**src/rtl/shift4_serializer_ctrl.sv**
```systemverilog
// shift4_serializer_ctrl
// Control FSM that serializes 4-bit words LSB first by driving an external
// 4-bit right-shift register (load / shift strobes) and presenting its bit 0
// on a valid/ready serial output. An optional idle gap of GAP cycles follows
// the last bit of every word. A count of completed words is kept.
module shift4_serializer_ctrl #(
    parameter int GAP = 0
) (
    input  logic       clk,
    input  logic       areset,
    input  logic       in_valid,
    input  logic [3:0] in_data,
    output logic       in_ready,
    input  logic       out_ready,
    output logic       out_valid,
    output logic       out_bit,
    output logic       out_last,
    output logic       sr_load,
    output logic       sr_ena,
    output logic [3:0] sr_data,
    input  logic [3:0] sr_q,
    output logic       busy,
    output logic [7:0] words_done
);

    typedef enum logic [1:0] {
        ST_IDLE  = 2'd0,
        ST_SHIFT = 2'd1,
        ST_GAP   = 2'd2
    } state_t;

    // Value loaded into the gap counter after a word's last bit; the gap
    // state then lasts gcnt+1 cycles, i.e. exactly GAP cycles.
    localparam int         GAP_M1   = (GAP > 0) ? (GAP - 1) : 0;
    localparam logic [3:0] GAP_LOAD = GAP_M1[3:0];
    localparam logic       HAS_GAP  = (GAP > 0) ? 1'b1 : 1'b0;

    state_t      r_state;
    state_t      w_state_nxt;
    logic [1:0]  r_bcnt;
    logic [1:0]  w_bcnt_nxt;
    logic [3:0]  r_gcnt;
    logic [3:0]  w_gcnt_nxt;
    logic [7:0]  r_words_done;
    logic [7:0]  w_words_done_nxt;

    // Ungated per-state output values, before reset masking
    logic        w_in_ready;
    logic        w_out_valid;
    logic        w_out_bit;
    logic        w_out_last;
    logic        w_sr_load;
    logic        w_sr_ena;
    logic [3:0]  w_sr_data;
    logic        w_busy;

    // Only bit 0 of the external register is the serial output; the upper
    // bits are observed but carry no control meaning.
    logic        w_unused_sr_q;
    assign w_unused_sr_q = ^sr_q[3:1];

    // State, counters and completed-word count; synchronous reset has priority
    always_ff @(posedge clk) begin
        if (areset) begin
            r_state      <= ST_IDLE;
            r_bcnt       <= 2'd0;
            r_gcnt       <= 4'd0;
            r_words_done <= 8'd0;
        end else begin
            r_state      <= w_state_nxt;
            r_bcnt       <= w_bcnt_nxt;
            r_gcnt       <= w_gcnt_nxt;
            r_words_done <= w_words_done_nxt;
        end
    end

    // Next-state logic and per-state outputs; everything holds unless a
    // transition below says otherwise
    always_comb begin
        w_state_nxt      = r_state;
        w_bcnt_nxt       = r_bcnt;
        w_gcnt_nxt       = r_gcnt;
        w_words_done_nxt = r_words_done;
        w_in_ready       = 1'b0;
        w_out_valid      = 1'b0;
        w_out_bit        = 1'b0;
        w_out_last       = 1'b0;
        w_sr_load        = 1'b0;
        w_sr_ena         = 1'b0;
        w_sr_data        = 4'd0;
        w_busy           = 1'b0;

        case (r_state)
            ST_IDLE: begin
                w_in_ready = 1'b1;
                w_sr_load  = in_valid;
                w_sr_data  = in_data;
                if (in_valid) begin
                    // The register holds the word from the next cycle on
                    w_state_nxt = ST_SHIFT;
                    w_bcnt_nxt  = 2'd0;
                end else begin
                    w_state_nxt = ST_IDLE;
                end
            end

            ST_SHIFT: begin
                w_busy      = 1'b1;
                w_out_valid = 1'b1;
                w_out_bit   = sr_q[0];
                w_out_last  = (r_bcnt == 2'd3);
                if (out_ready) begin
                    w_sr_ena   = 1'b1;
                    w_bcnt_nxt = r_bcnt + 2'd1;
                    if (r_bcnt == 2'd3) begin
                        w_words_done_nxt = r_words_done + 8'd1;
                        if (HAS_GAP) begin
                            w_state_nxt = ST_GAP;
                            w_gcnt_nxt  = GAP_LOAD;
                        end else begin
                            w_state_nxt = ST_IDLE;
                        end
                    end else begin
                        w_state_nxt = ST_SHIFT;
                    end
                end else begin
                    // Downstream stalled: present the same bit again
                    w_state_nxt = ST_SHIFT;
                end
            end

            ST_GAP: begin
                w_busy = 1'b1;
                if (r_gcnt == 4'd0) begin
                    w_state_nxt = ST_IDLE;
                end else begin
                    w_gcnt_nxt = r_gcnt - 4'd1;
                end
            end

            default: begin
                // Unreachable encoding: recover to a clean idle state
                w_state_nxt = ST_IDLE;
                w_bcnt_nxt  = 2'd0;
                w_gcnt_nxt  = 4'd0;
            end
        endcase
    end

    // Mask every strobe and handshake while reset is asserted
    always_comb begin
        if (areset) begin
            in_ready  = 1'b0;
            out_valid = 1'b0;
            out_bit   = 1'b0;
            out_last  = 1'b0;
            sr_load   = 1'b0;
            sr_ena    = 1'b0;
            sr_data   = 4'd0;
            busy      = 1'b0;
        end else begin
            in_ready  = w_in_ready;
            out_valid = w_out_valid;
            out_bit   = w_out_bit;
            out_last  = w_out_last;
            sr_load   = w_sr_load;
            sr_ena    = w_sr_ena;
            sr_data   = w_sr_data;
            busy      = w_busy;
        end
    end

    assign words_done = r_words_done;

endmodule

```
**config.mk**
```make
export PLATFORM = sky130hd
export DESIGN_NAME = shift4_serializer_ctrl
export DESIGN_NICKNAME = d
export VERILOG_FILES = /design/src/rtl/shift4_serializer_ctrl.sv
export SDC_FILE = /design/constraint.sdc
export NUM_CORES = 1
export LEC_CHECK = 0
export BUFFER_PORTS_ARGS = -buffer_cell sky130_fd_sc_hd__buf_4
export CORE_MARGIN = 2
export CORE_UTILIZATION = 42
export DETAILED_ROUTE_END_ITERATION = 6
export PLACE_DENSITY = 0.76
export SYNTH_ARGS = -nofsm -noshare
export SYNTH_HDL_FRONTEND = slang
export SYNTH_SLANG_ARGS = --single-unit
```
**constraint.sdc**
```tcl
create_clock -name clk -period 1.8 [get_ports clk]
set_clock_uncertainty 0.2 [all_clocks]
set_input_delay 0.36 -clock clk [delete_from_list [all_inputs] [get_ports clk]]
set_output_delay 0.36 -clock clk [all_outputs]
set_load 0.02 [all_outputs]
```
Yosys cells after proc, flatten, opt, wreduce, memory -nomap -nowiden. Cells that the tools add are included.

Register bits: 16. Bits in latches: 0. Bits in writable memories: 0. Memory bits (read-only): 0. Word-level logic and storage cells: 50. Memories: 0.

$add $sub $neg: 3. Multipliers: 0. Divide/modulo/power cells: 0. Order comparisons: 0. Equal/unequal tests: 7. Shifts and indexed selects: 0. Multiplexer cells: 27. Bitwise logic cells: 2. Reductions and logical operators: 7.

Operator list (count): 1-bit two-way mux (17); 4-bit two-way mux (3); 2-bit case mux with 3 select lines (2); 8-bit by 1-bit adder with 8-bit output, second input constant (1); 2-bit two-way mux (4); 2-bit inequality test, second input constant (4); 4-bit case mux with 2 select lines (1); 3-bit AND reduction (2); 2-bit == test, second input constant (2); 4-bit logical NOT (1); 2-bit OR reduction (2); 4-bit by 1-bit subtractor with 4-bit output, second input constant (1); 2-bit by 1-bit adder with 2-bit output, second input constant (1); 2-bit by 1-bit == test with 1-bit output, second input constant (1); 2-bit logical NOT (1); 1-bit inverter (2); 2-bit AND reduction (1).

Longest topological paths before layout. Gate-level depths: netlist (run 1).

Depth in word-level cells: 4. Depth in mapped cells: 4. Depth with buffers taken out: 4.

Worst setup path before layout (run 1). No wires, ideal clock.

Path kind: flip-flop to output port. Start point: register r_state[0]. End point: output port out_bit. Arrival: 1.196 ns. Required time: 1.240 ns. Setup slack: 0.044 ns. Stages on the path, launching flop included: 4. Path buffers: 1. Cells stage by stage: dfxtp_1 > buf_4 > nor2b_1 > and2_1.

Longest elaborated chain between the ends: 3.

Ends and longest elaborated chain: start, declared (RTL line 38) `state_t r_state;`; start signal, assigned (RTL line 70) `r_state <= w_state_nxt;`; 2-bit by 1-bit == test with 1-bit output (RTL line 93) `case (r_state)`; 1-bit two-way mux (RTL line 93); 1-bit two-way mux (RTL line 152) `if (areset) begin`; end, declared (RTL line 16) `output logic out_bit,`.

Every way passes these cells.

Final worst setup path (run 1).
Start point: register r_bcnt[1]. End point: output port out_last.

Longest elaborated chain between the ends: 3.

Ends and longest elaborated chain: start, declared (RTL line 40) `logic [1:0] r_bcnt;`; start signal, assigned (RTL line 71) `r_bcnt <= w_bcnt_nxt;`; 2-bit == test (RTL line 111) `w_out_last = (r_bcnt == 2'd3);`; 1-bit two-way mux (RTL line 93); 1-bit two-way mux (RTL line 152); end, declared (RTL line 17) `output logic out_last,`.

Every way passes these cells.

==> results.sh, run 1 <==
export IMPL_root_buffer="clkbuf_4"
export IMPL_antenna_cells=0
export IMPL_dp_hpwl_um=891
export IMPL_ys_seq_elements=11
export IMPL_cts_tree="built"
export IMPL_final_core_util_pct=67.7
export IMPL_core_mm2=0.00128
export IMPL_cp_end_kind="primary output"
export IMPL_required_ps=1240
export IMPL_layout_drive_gt1_share_pct=48.4
export IMPL_start_util_pct=44.5
export IMPL_syn_inst=64
export IMPL_cts_sinks=11
export IMPL_wl_per_cell_um=11.4
export IMPL_tightestPinTransition_ps=226
export IMPL_r2r_start="r_bcnt[1]$_SDFFE_PP0P_"
export IMPL_area_growth_pct=52.1
export IMPL_cts_buffer_depth=2
export IMPL_yosysWarnings=0
export IMPL_reg2reg_depth=5
export IMPL_drt_total_wl_um=1260
export IMPL_synth_nets=78
export IMPL_crit_chain="ha_4 -> buf_4 -> and2_2 -> buf_6"
export IMPL_die_y_um=40.9
export IMPL_place_gp_congestion=0.728
export IMPL_overflow=0
export IMPL_fmax_ghz=0.570
export IMPL_slowest_delay_ps=340
export IMPL_cp_arrival_ps=1190
export IMPL_top_layer="met3"
export IMPL_hold_viol=0
export IMPL_pin_count=31
export IMPL_initialDrtViolationCount=3
export IMPL_wl_met1_um=596
export IMPL_postRouteAntennaNets=0
export IMPL_critPathKind="flip-flop to primary output"
export IMPL_rr_endpoint="words_done[7]$_SDFFE_PP0P_"
export IMPL_rows=13
export IMPL_grt_max_degree=14
export IMPL_slowest_stage="dfxtp_2"
export IMPL_timing_final_crit_share_pct=97.4
export IMPL_cap_violations=0
export IMPL_whs_ps=144
export IMPL_startpoint_type="flip-flop"
export IMPL_final_cell_mix="buf_4 (29), dfxtp_1 (8), a21oi_1 (6)"
export IMPL_clk_pin_slew_worst_paths_ps=70
export IMPL_final_min_clock_period_ps=1750
export IMPL_slew_headroom_pct=84.8
export IMPL_grt_use_total_pct=15.8
export IMPL_layout_commonest_cell="buf_4"
export IMPL_antenna_found_initial=0
export IMPL_reg2reg_slack_ps=110
export IMPL_leakage_nw=0.383
export IMPL_yosysSeqAreaShare_pct=38.5
export IMPL_grt_pass1_wl_um=1710
export IMPL_status="finished, final reports clean"
export IMPL_crit_fanout=4
export IMPL_die_area_mm2=0.00167
export IMPL_fp_dieW_um=40.9
export IMPL_first_pass_iters=2
export IMPL_startpoint="r_bcnt[1]$_SDFFE_PP0P_"
export IMPL_fin_nets=110
export IMPL_wl_met2_um=594
export IMPL_io_buffers=27
export IMPL_vias_per_cell=4.93
export IMPL_dr_total_vias=542
export IMPL_htreeDepth=1
export IMPL_synth_avg_cell_area_um2=8.93
export IMPL_finalSetupViolations=0
export IMPL_cp_endpoint="out_last"
export IMPL_cellPowerDensity_mw_per_mm2=578
export IMPL_max_vdd_ir_drop_uv=306
export IMPL_grt_pass1_vias=421
export IMPL_met3_length_um=64
export IMPL_hold_path_class="primary input to flip-flop"
export IMPL_clkLatencyLatePin_ps=270
export IMPL_ys_types=22
export IMPL_setup_tns_ps=0
export IMPL_drv_slew=0
export IMPL_synth_area_um2=572
export IMPL_cts_hold_buffers=0
export IMPL_numCtsBuffers=3
export IMPL_drc=0
worst min path at each step:
stage / end / start / cells after the start / slack, ps
floorplan: r_state[0]$_SDFF_PP0_ / areset / 1 / 240
global placement: r_bcnt[0]$_SDFFE_PP0P_ / r_bcnt[0]$_SDFFE_PP0P_ / 2 / 260
detailed placement: r_bcnt[0]$_SDFFE_PP0P_ / r_bcnt[0]$_SDFFE_PP0P_ / 2 / 270
CTS: r_state[0]$_SDFF_PP0_ / out_ready / 2 / 150
global route: r_state[0]$_SDFF_PP0_ / out_ready / 2 / 150
finish: r_state[0]$_SDFF_PP0_ / out_ready / 2 / 140
report_power, final:
part / switching, mW / total [mW] / leakage, nW / internal, mW
combinational: 0.0407 / 0.0833 / 0.278 / 0.0427
clock: 0.0828 / 0.169 / 0.0150 / 0.0860
sequential: 0.00410 / 0.250 / 0.0905 / 0.246
total: 0.128 / 0.502 / 0.383 / 0.375
registers in the layout, summed over array words and instances (netlist names):
name	flops
r_state	1
r_bcnt	2
words_done	8
cell families (layout without fill, tap and decap cells):
kind of cell	count (synthesis)	after routing	synth area share (%)
AOI/OAI and AO/OA	13	13	14.0
xor gates and xnor gates	2	2	3.06
adders and majority gates	2	2	4.38
buffers and inverters	4	35	4.59
DFF	11	11	38.5
muxes	2	2	3.50
and+or+nand+nor	30	30	31.9
what timing repair did:
action	4_1_cts	5_1_grt
setup endpoints to repair	9	8
setup buffers	1	1
pin swaps	1	1
gates resized for setup	4	10
cell type report:
cell class / count / area, um2
sequential: 11 / 226
fill: 102 / 415
tap: 15 / 18.8
timing repair buffer: 31 / 240
clock buffer: 4 / 26.3
multi-input combinational: 49 / 358
layer usage:
layer | GRT usage, % | vias up
met4 | 2.50 | 0
met3 | 8.15 | 0
li1 | - | 293
met2 | 23.0 | 12
met5 | 0 | -
met1 | 20.8 | 237
cells in the mapped netlist, drive strengths merged:
cell | number | share of area, %
nand3 | 1 | 0.87
and2 | 8 | 9.0
ha | 2 | 4.4
o21ai | 2 | 1.8
nand4 | 3 | 5.9
or4 | 3 | 3.9
o31ai | 3 | 3.9
mux2i | 2 | 3.5
or3 | 2 | 2.6
a21oi | 6 | 5.3
nor2 | 6 | 3.9
nor2b | 1 | 1.1
nand3b | 1 | 1.3
a311oi | 1 | 1.5
clkbuf | 1 | 0.66
xor2 | 2 | 3.1
dfxtp | 11 | 39
buf | 3 | 3.9
a32oi | 1 | 1.5
nand2 | 5 | 3.3
worst max-delay path: cells and delay by family, from the launching register on:
kind                     cells  cell delay [ps]
flip-flops                   1              340
buffers and inverters        2              270
AND/OR/NAND/NOR              1              170
adder cells (fa/ha/maj)      1              160
metrics by stage:
step | total power [mW] | setup slack [ps] | instance area [um2] | instances
after detailed placement | 0.328 | 141 | 782 | 104
after global placement | 0.327 | 166 | 782 | 104
after floorplan | 0.297 | 43.8 | 572 | 64
after global routing | 0.524 | -6.79 | 870 | 110
after CTS | 0.501 | 0.674 | 828 | 109
final | 0.502 | 46.4 | 870 | 110
No activity file was read; power rests on OpenSTA's default activity.
==> run 2: changes to the inputs <==
- SETUP_SLACK_MARGIN: default -> 0.4
==> run 2 against run 1 <==
  * Total power grew 4.0%
  * Non-clock buffer count up 5
  * Sequential power decreased by 2%
  * Sequential cell count is the same
  * Cell area grew 16%
  * Fmax increased by 5.4%
  * Clock-buffer cell count unchanged
  * Largest power group unchanged
  * Clock power grew 2%
  * Largest cell class unchanged
  * Die area did not move
  * Combinational power rose by 25%
==> results.sh, run 2 (synthesis results as in run 1) <==
export IMPL_crit_fanout=5
export IMPL_antenna_cells=0
export IMPL_cap_violations=0
export IMPL_fp_dieW_um=40.9
export IMPL_clkLatencyLatePin_ps=270
export IMPL_worstHoldStart="in_valid"
export IMPL_start_util_pct=44.5
export IMPL_antenna_found_initial=0
export IMPL_rsz0062_at_grt="yes"
export IMPL_hold_viol=0
export IMPL_cp_end_kind="primary output"
export IMPL_die_area_mm2=0.00167
export IMPL_root_buffer="clkbuf_4"
export IMPL_drc=0
export IMPL_first_pass_iters=4
export IMPL_slew_headroom_pct=86.9
export IMPL_startpoint="r_state[0]$_SDFF_PP0_"
export IMPL_rows=13
export IMPL_reg2reg_slack_ps=240
export IMPL_use_met1_pct=24.9
export IMPL_status="finished, final reports clean"
export IMPL_final_min_clock_period_ps=1660
export IMPL_dr_total_vias=607
export IMPL_final_cell_mix="buf_4 (25), buf_6 (11), and2_4 (8)"
export IMPL_layout_commonest_cell="buf_4"
export IMPL_htreeDepth=1
export IMPL_initialDrtViolationCount=5
export IMPL_timing_final_crit_share_pct=92.4
export IMPL_drt_total_wl_um=1540
export IMPL_place_gp_congestion=0.622
export IMPL_cts_sinks=11
export IMPL_dp_hpwl_um=947
export IMPL_hold_path_class="primary input to flip-flop"
export IMPL_postRouteAntennaNets=0
export IMPL_die_y_um=40.9
export IMPL_wl_per_cell_um=13.3
export IMPL_cp_arrival_ps=1100
export IMPL_grt_pass1_vias=489
export IMPL_max_vdd_ir_drop_uv=351
export IMPL_cts_tree="built"
export IMPL_cts_hold_buffers=0
export IMPL_numCtsBuffers=3
export IMPL_overflow=0
export IMPL_cellPowerDensity_mw_per_mm2=517
export IMPL_grt_use_total_pct=20.1
export IMPL_drv_slew=0
export IMPL_fmax_ghz=0.601
export IMPL_setup_tns_ps=0
export IMPL_leakage_nw=0.428
export IMPL_grt_max_degree=14
export IMPL_startpoint_type="flip-flop"
export IMPL_area_growth_pct=76.6
export IMPL_placed_area_um2=836
export IMPL_largest_reg_flops=8
export IMPL_setup_slack_ps=136
export IMPL_fin_nets=116
export IMPL_grt_busiest_layer="met2"
export IMPL_grtUsageMet2_pct=30.9
export IMPL_io_buffers=27
export IMPL_cp_endpoint="out_last"
export IMPL_dp_slack_ps=228
export IMPL_tightestPinTransition_ps=191
export IMPL_rr_endpoint="words_done[5]$_SDFFE_PP0P_"
export IMPL_vias_per_cell=5.23
export IMPL_reg2reg_depth=4
export IMPL_met3_usage_pct=8.15
export IMPL_r2r_start="r_state[0]$_SDFF_PP0_"
export IMPL_core_mm2=0.00128
export IMPL_fin_area_mm2=0.00101
export IMPL_critPathKind="flip-flop to primary output"
export IMPL_layout_drive_gt1_share_pct=65.3
export IMPL_finalSetupViolations=0
export IMPL_clk_pin_slew_worst_paths_ps=70
export IMPL_required_ps=1240
export IMPL_pin_count=31
export IMPL_grt_pass1_wl_um=2150
export IMPL_cts_buffer_depth=2
[run 2: cell types whose count changed in the layout (fill, tap and decap cells not counted), sizes merged]
cell,previous run,this run
buf,31,36
nand4,3,4
[run 2: critical path: stages (launching register included)]
cell     delay (ps)
dfxtp_4         380
nor2b_4         190
and2_4          160
buf_6           110
[run 2: final cells by class]
cell class | count | area (um2)
Fill cell | 90 | 275
Tap cell | 15 | 18.8
Multi-Input combinational cell | 50 | 410
Timing Repair Buffer | 36 | 312
Clock buffer | 4 | 26.3
Sequential cell | 11 | 243
[run 2: worst min path at each step]
stage / end / slack [ps] / cells after the start
floorplan: r_state[0]$_SDFF_PP0_ / 230 / 1
global placement: r_bcnt[0]$_SDFFE_PP0P_ / 270 / 2
detailed placement: r_bcnt[0]$_SDFFE_PP0P_ / 280 / 2
CTS: r_state[0]$_SDFF_PP0_ / 160 / 3
global route: r_state[0]$_SDFF_PP0_ / 180 / 2
finish: r_state[0]$_SDFF_PP0_ / 170 / 3
[run 2: repair_timing]
| action | CTS | global route |
|---|---|---|
| resized for setup | 17 | 4 |
| pin swaps | 7 | 6 |
| setup endpoints to repair | 16 | 17 |
| hold endpoints to repair | 0 | 0 |
| cloned | 1 | 0 |
| buffers inserted | 6 | 3 |
[run 2: through the flow]
stage	power, mW	util, %	hold WS, ps	std cells
floorplan	0.304	-	231	64
finish	0.522	78.6	171	116
CTS	0.524	75.3	159	113
global route	0.543	78.6	180	116
detailed placement	0.333	65.0	277	102
global placement	0.332	65.0	268	102
[run 2: layer usage]
layer	share of wire [%]	wire [um]
met5	0	0
met4	2.1	32
met3	4.3	66
met2	49	751
met1	45	693
[run 2: report_power, final]
part	switching, mW	internal (mW)
sequential	0.00425	0.242
clock	0.0872	0.0859
combinational	0.0481	0.0555
